[config.mk]
export PLATFORM = sky130hd
export DESIGN_NAME = fix_serializer_flat
export DESIGN_NICKNAME = d
export VERILOG_FILES = /design/src/rtl/fix_serializer_if.sv /design/src/rtl/fix_serializer.sv /design/src/flat_wrapper.sv
export SDC_FILE = /design/constraint.sdc
export NUM_CORES = 1
export LEC_CHECK = 0
export ABC_CLOCK_PERIOD_IN_PS = 3500
export BUFFER_PORTS_ARGS = -buffer_cell sky130_fd_sc_hd__buf_2
export CORE_AREA = 2 2 100 102
export CTS_BUF_LIST = sky130_fd_sc_hd__clkbuf_4
export CTS_CLUSTER_DIAMETER = 120
export CTS_CLUSTER_SIZE = 28
export DETAILED_ROUTE_END_ITERATION = 10
export DIE_AREA = 0 0 102 104
export GPL_TIMING_DRIVEN = 0
export HOLD_SLACK_MARGIN = 0.02
export SYNTH_ARGS = -nofsm -noshare
export SYNTH_HDL_FRONTEND = slang
export SYNTH_SLANG_ARGS = --single-unit
[constraint.sdc]
create_clock -name clk -period 3.5 [get_ports clk]
set_clock_uncertainty 0.15 [all_clocks]
set_input_delay 0.525 -clock clk [delete_from_list [all_inputs] [get_ports clk]]
set_output_delay 0.525 -clock clk [all_outputs]
set_load 0.03 [all_outputs]
[src/rtl/fix_serializer_if.sv]
// fix_serializer_if: tag request, value byte stream and serialized output of the FIX field serializer
interface fix_serializer_if #(
    parameter int TAG_W = 14
);
    logic             tag_valid_i;
    logic             tag_ready_o;
    logic [TAG_W-1:0] tag_i;
    logic             val_valid_i;
    logic             val_ready_o;
    logic [7:0]       val_data_i;
    logic             val_last_i;
    logic [7:0]       data_o;
    logic             valid_o;
    logic             ready_i;
    logic [7:0]       csum_o;
    logic             csum_clr_i;
    logic             busy_o;
    logic             err_o;
    modport master (
        output tag_valid_i, tag_i, val_valid_i, val_data_i, val_last_i, ready_i, csum_clr_i,
        input  tag_ready_o, val_ready_o, data_o, valid_o, csum_o, busy_o, err_o
    );
    modport slave (
        input  tag_valid_i, tag_i, val_valid_i, val_data_i, val_last_i, ready_i, csum_clr_i,
        output tag_ready_o, val_ready_o, data_o, valid_o, csum_o, busy_o, err_o
    );
endinterface

[src/rtl/fix_serializer.sv]
// fix_serializer: builds one FIX field "<tag>=<value><SOH>" per request and keeps a running byte checksum
module fix_serializer #(
    parameter int         TAG_W  = 14,
    parameter int         DIGITS = 5,
    parameter logic [7:0] SOH_C  = 8'h01,
    parameter logic [7:0] SEP_C  = 8'h3D
) (
    input logic             clk,
    input logic             rst,
    fix_serializer_if.slave bus
);
    localparam int BW = 4 * DIGITS;
    localparam int IW = $clog2(DIGITS);
    localparam int CW = $clog2(TAG_W);
    localparam logic [2:0] IDLE = 3'd0, CONV = 3'd1, TAG = 3'd2, SEP = 3'd3, VAL = 3'd4, TERM = 3'd5;
    logic [2:0]       state;
    logic [TAG_W-1:0] sh;
    logic [BW-1:0]    bcd, bcd_adj, bcd_nxt;
    logic [CW-1:0]    cnt;
    logic [IW-1:0]    idx, msd;
    logic [3:0]       digit;
    logic [7:0]       out_byte, csum;
    logic             xfer, err;
    // one double-dabble step, and the most-significant nonzero digit of its result (0 for tag 0)
    always_comb begin
        bcd_adj = bcd;
        for (int d = 0; d < DIGITS; d++)
            if (bcd[4*d +: 4] > 4'd4) bcd_adj[4*d +: 4] = bcd[4*d +: 4] + 4'd3;
        bcd_nxt = {bcd_adj[BW-2:0], sh[TAG_W-1]};
        msd = '0;
        for (int d = 0; d < DIGITS; d++)
            if (bcd_nxt[4*d +: 4] != 4'd0) msd = IW'(d);
    end
    assign digit    = 4'(bcd >> (4 * idx));
    assign out_byte = state == TAG ? 8'h30 + {4'h0, digit} :
                      state == SEP ? SEP_C :
                      state == TERM ? SOH_C : bus.val_data_i;
    assign bus.valid_o     = state == TAG || state == SEP || state == TERM || (state == VAL && bus.val_valid_i);
    assign bus.data_o      = bus.valid_o ? out_byte : 8'h00;
    assign bus.val_ready_o = state == VAL && bus.ready_i;
    assign bus.tag_ready_o = state == IDLE;
    assign bus.busy_o      = state != IDLE;
    assign bus.csum_o      = csum;
    assign bus.err_o       = err;
    assign xfer            = bus.valid_o && bus.ready_i;
    // field sequencer: latch tag, convert to BCD, then emit digits, separator, value bytes and SOH
    always_ff @(posedge clk or posedge rst) begin
        if (rst) begin
            state <= IDLE;
            sh    <= '0;
            bcd   <= '0;
            cnt   <= '0;
            idx   <= '0;
        end else begin
            case (state)
                IDLE: if (bus.tag_valid_i) begin
                    sh    <= bus.tag_i;
                    bcd   <= '0;
                    cnt   <= '0;
                    state <= CONV;
                end
                CONV: begin
                    sh  <= sh << 1;
                    bcd <= bcd_nxt;
                    cnt <= cnt + 1'b1;
                    if (cnt == CW'(TAG_W - 1)) begin
                        idx   <= msd;
                        state <= TAG;
                    end
                end
                TAG: if (xfer) begin
                    if (idx == '0) state <= SEP;
                    else idx <= idx - 1'b1;
                end
                SEP:  if (xfer) state <= VAL;
                VAL:  if (xfer && bus.val_last_i) state <= TERM;
                TERM: if (xfer) state <= IDLE;
                default: state <= IDLE;
            endcase
        end
    end
    // running checksum over transferred bytes, and a flag for value bytes that collide with framing bytes
    always_ff @(posedge clk or posedge rst) begin
        if (rst) begin
            csum <= 8'h00;
            err  <= 1'b0;
        end else begin
            csum <= bus.csum_clr_i ? (xfer ? bus.data_o : 8'h00) : (xfer ? csum + bus.data_o : csum);
            err  <= state == VAL && xfer && (bus.val_data_i == SOH_C || bus.val_data_i == SEP_C);
        end
    end
endmodule

[src/flat_wrapper.sv]
// flat-port wrapper written by rule: the top's interface ports become plain ports
module fix_serializer_flat 
#(
    parameter int         TAG_W  = 14,
    parameter int         DIGITS = 5,
    parameter logic [7:0] SOH_C  = 8'h01,
    parameter logic [7:0] SEP_C  = 8'h3D
)
  (clk, rst, bus_tag_valid_i, bus_tag_i, bus_val_valid_i, bus_val_data_i, bus_val_last_i, bus_ready_i, bus_csum_clr_i, bus_tag_ready_o, bus_val_ready_o, bus_data_o, bus_valid_o, bus_csum_o, bus_busy_o, bus_err_o);
  fix_serializer_if #(.TAG_W(TAG_W)) bus_i ();
  input logic clk;
  input logic rst;
  input wire logic [$bits(bus_i.tag_valid_i)-1:0] bus_tag_valid_i;
  input wire logic [$bits(bus_i.tag_i)-1:0] bus_tag_i;
  input wire logic [$bits(bus_i.val_valid_i)-1:0] bus_val_valid_i;
  input wire logic [$bits(bus_i.val_data_i)-1:0] bus_val_data_i;
  input wire logic [$bits(bus_i.val_last_i)-1:0] bus_val_last_i;
  input wire logic [$bits(bus_i.ready_i)-1:0] bus_ready_i;
  input wire logic [$bits(bus_i.csum_clr_i)-1:0] bus_csum_clr_i;
  output wire logic [$bits(bus_i.tag_ready_o)-1:0] bus_tag_ready_o;
  output wire logic [$bits(bus_i.val_ready_o)-1:0] bus_val_ready_o;
  output wire logic [$bits(bus_i.data_o)-1:0] bus_data_o;
  output wire logic [$bits(bus_i.valid_o)-1:0] bus_valid_o;
  output wire logic [$bits(bus_i.csum_o)-1:0] bus_csum_o;
  output wire logic [$bits(bus_i.busy_o)-1:0] bus_busy_o;
  output wire logic [$bits(bus_i.err_o)-1:0] bus_err_o;
  assign bus_i.tag_valid_i = bus_tag_valid_i;
  assign bus_i.tag_i = bus_tag_i;
  assign bus_i.val_valid_i = bus_val_valid_i;
  assign bus_i.val_data_i = bus_val_data_i;
  assign bus_i.val_last_i = bus_val_last_i;
  assign bus_i.ready_i = bus_ready_i;
  assign bus_i.csum_clr_i = bus_csum_clr_i;
  assign bus_tag_ready_o = bus_i.tag_ready_o;
  assign bus_val_ready_o = bus_i.val_ready_o;
  assign bus_data_o = bus_i.data_o;
  assign bus_valid_o = bus_i.valid_o;
  assign bus_csum_o = bus_i.csum_o;
  assign bus_busy_o = bus_i.busy_o;
  assign bus_err_o = bus_i.err_o;
  fix_serializer #(.TAG_W(TAG_W), .DIGITS(DIGITS), .SOH_C(SOH_C), .SEP_C(SEP_C)) u_core (.clk(clk), .rst(rst), .bus(bus_i));
endmodule
==> metrics.csv <==
metric,value,unit
syn-num-nets,449,
cts_max_path_buffers,2,
async_reset_ff_frac,1.000,
antenna_found_initial,0,
detail_route.wl_per_cell,14.35,um
max_stage_delay,0.42,ns
netlist_instances,403,
setup_tns,0,ns
synth_edf_count,0,
grt_pass1_vias,2991,
via_count,3114,
place_congestion,0.8491,
yosysWarningCount,0,
area_growth,14.55,%
via_per_inst,5.242,
nNetsFinal,506,
crit_required,3.70,ns
arrival,3.45,ns
ioPinCount,50,
layout_common_cells,"nand2_1 (59), buf_2 (55), dfrtp_1 (52)",
grt_overflow_total,0,
p_per_area,807.7,mW/mm2
yosys-top-cells-area,"dfrtp_1 (38%), o21ai_0 (6.9%), nand2_1 (6.3%)",
fin_util,0.4240,
relSlewSlack,0.6158,
cts-root-buf,clkbuf_4,
synth_top_area_share,0.3752,
syn_area,0.003535,mm2
setup_viol,0,
grt_use_total,0.1684,
cts.htree.levels,2,
drcViolationCount,0,
post_synth.cell_area_avg,8.771,um2
grt_max_degree,34,
hold_viol,0,
start_util,0.3702,
p_switching,0.001611,W
synth_ff_type,dfrtp_1,
min_period_over_period,0.9312,
clock-sinks,53,
ir_worst_vdd,0.3594,mV
clk_latency,0.39,ns
portBuffers,49,
rsz0062_at_grt,false,
yosysSeqAreaShare,0.3752,
cp-end-kind,flop,
core,0.009549,mm2
wirelength,8524,um
fillCellCount,963,
p_int,0.001660,W
numCtsBuffers,5,
multi_input_area,0.002017,mm2
p_comb_frac,0.608,
synth.distinct_cells,63,
critPathMostFrequentCell,buf_6,
first_iter_violations,115,
pwr-share-seq,0.300,
layout_commonest_cell,nand2_1,
drive_gt1_frac,0.1931,
path_delay_family,simple AND/OR/NAND/NOR gates,
regArea,0.001328,mm2
clk_pin_slew,0.17,ns
status,"finished, final reports clean",
timing.setup.critical_path_class,flop to flop,
grt_first_pass_wirelength,14420,um
dieArea,0.01061,mm2
hold_class,input pin to flop,
finalPower,0.003270,W
drv_cap,0,
fp.dieW,102,um
r2r_start,u_core.state[2],
fp.dieH,104,um
hpwl,6637,um
slew_viol_final,0,
swShare,0.4925,
tightest_slew,0.5762,ns
dpl_cell_area,0.003966,mm2
start_kind,flop,
min_period,3.259,ns
worstSetupStartpoint,u_core.state[2],
cts_tree,built,
max_freq,0.3068,GHz
rows,36,
finalInstanceArea,0.004049,mm2
yosysTopAreaCell,dfrtp_1,
cpMaxStageDelayCell,fa_1,
p_leak,1.883,nW
crit_chain,buf_6 > nand2b_4 > buf_6 > or2_1 > buf_6 > a21oi_1 > a31oi_1 > or2_2 > fa_1 > nor2b_1 > o31a_1 > o21ai_1 > a2111oi_2 > a31oi_1 > nand3_1,
hold_start,bus_tag_i[0],
cp_max_fo,10,
postRouteAntennaNets,0,
num_antenna_cells,0,
crit_buf_inv,3,
clkPwrFrac,0.092,
yosys_register_bits,53,
drtPass1Iterations,4,
worst paths after layout:
| path | to | slack (ns) | depth (start not counted) |
|---|---|---|---|
| setup / recovery | u_core.bus.csum_o[6] | 0.24 | 15 |
| hold / removal | u_core.sh[0] | 0.21 | 3 |
| setup reg to reg | u_core.bus.csum_o[6] | 0.24 | 15 |
| hold reg to reg | u_core.sh[4] | 0.35 | 2 |
| max in group asynchronous | u_core.bcd[18] | 2.13 | 4 |
| min in group asynchronous | u_core.bus.csum_o[1] | 0.52 | 3 |
final cells by class:
cell class,count,share of cell area
buffer,21,0.02781
clock buffer,5,0.009271
clock inverter,3,0.006489
inverter,23,0.02132
multi-input combinational,305,0.4981
sequential,53,0.3279
tap,133,0.04110
timing repair buffer,51,0.06799
power groups by stage:
stage               sequential [W]  combinational, W  clock [W]
detailed placement        0.000983           0.00200          0
global placement          0.000980           0.00196          0
global route               0.00101           0.00222   0.000342
CTS                       0.000972           0.00201   0.000316
finish                    0.000982           0.00199   0.000300
floorplan                 0.000999           0.00147          0
kinds of logic (layout without fill, tap and decap cells):
group	after synthesis	after routing	synth area share
muxes	23	23	0.08000
buffers and inverters	45	103	0.05734
AOI/OAI and AO/OA	121	121	0.2152
and+or+nand+nor	137	137	0.1926
DFF	53	53	0.3752
xor gates and xnor gates	7	7	0.01735
adders and majority gates	17	17	0.06230
sequential cells by signal, indices dropped and copies added (netlist names):
| signal | cells |
|---|---|
| u_core.bus.err_o | 1 |
| u_core.idx | 3 |
| u_core.bus.csum_o | 8 |
| u_core.state | 3 |
| u_core.sh | 14 |
| u_core.cnt | 4 |
| u_core.bcd | 20 |
stage by stage:
step / hold WS, ns / setup slack, ns / std cells
floorplan: 0.2992 / 0.2245 / 403
global placement: 0.3107 / 0.2044 / 585
detailed placement: 0.3189 / 0.09622 / 586
CTS: 0.1933 / 0.07889 / 595
global route: 0.2098 / 0.008136 / 594
finish: 0.2104 / 0.2409 / 594
cell usage after synthesis, drive strengths merged (3+ instances only):
cell	n
clkbuf	12
a21oi	24
nand2	59
o21bai	3
ha	16
o21ai	52
nor3	9
nand3	14
nor2b	6
a31oi	5
dfrtp	53
inv	23
o21a	7
a221oi	3
buf	10
mux4	4
mux2i	17
a22o	5
and2	6
xnor2	6
o31a	3
nand2b	4
nand4	4
nor2	20
worst register-to-register path: cells and delay by family (launching register included):
kind                     cells  cell delay, ns
AND/OR/NAND/NOR              5            0.94
AO/OA/AOI/OAI                6            0.90
adder cells (fa/ha/maj)      1            0.42
buffers and inverters        3            0.41
flip-flops                   1            0.40
repair_timing:
action / CTS / global route
hold buffers: 1 / 0
setup endpoints to repair: 0 / 1
endpoints found under the hold margin: 20 / 0
resized for setup: 0 / 5
buffers inserted: 0 / 0
layer usage:
layer,share of wire,vias to the layer above,global-route usage
li1,-,1546,-
met1,0.47,1491,0.2349
met2,0.47,69,0.2730
met3,0.047,8,0.02755
met4,0.013,0,0.03810
met5,0,-,0
(Power assumes the default switching activity.)
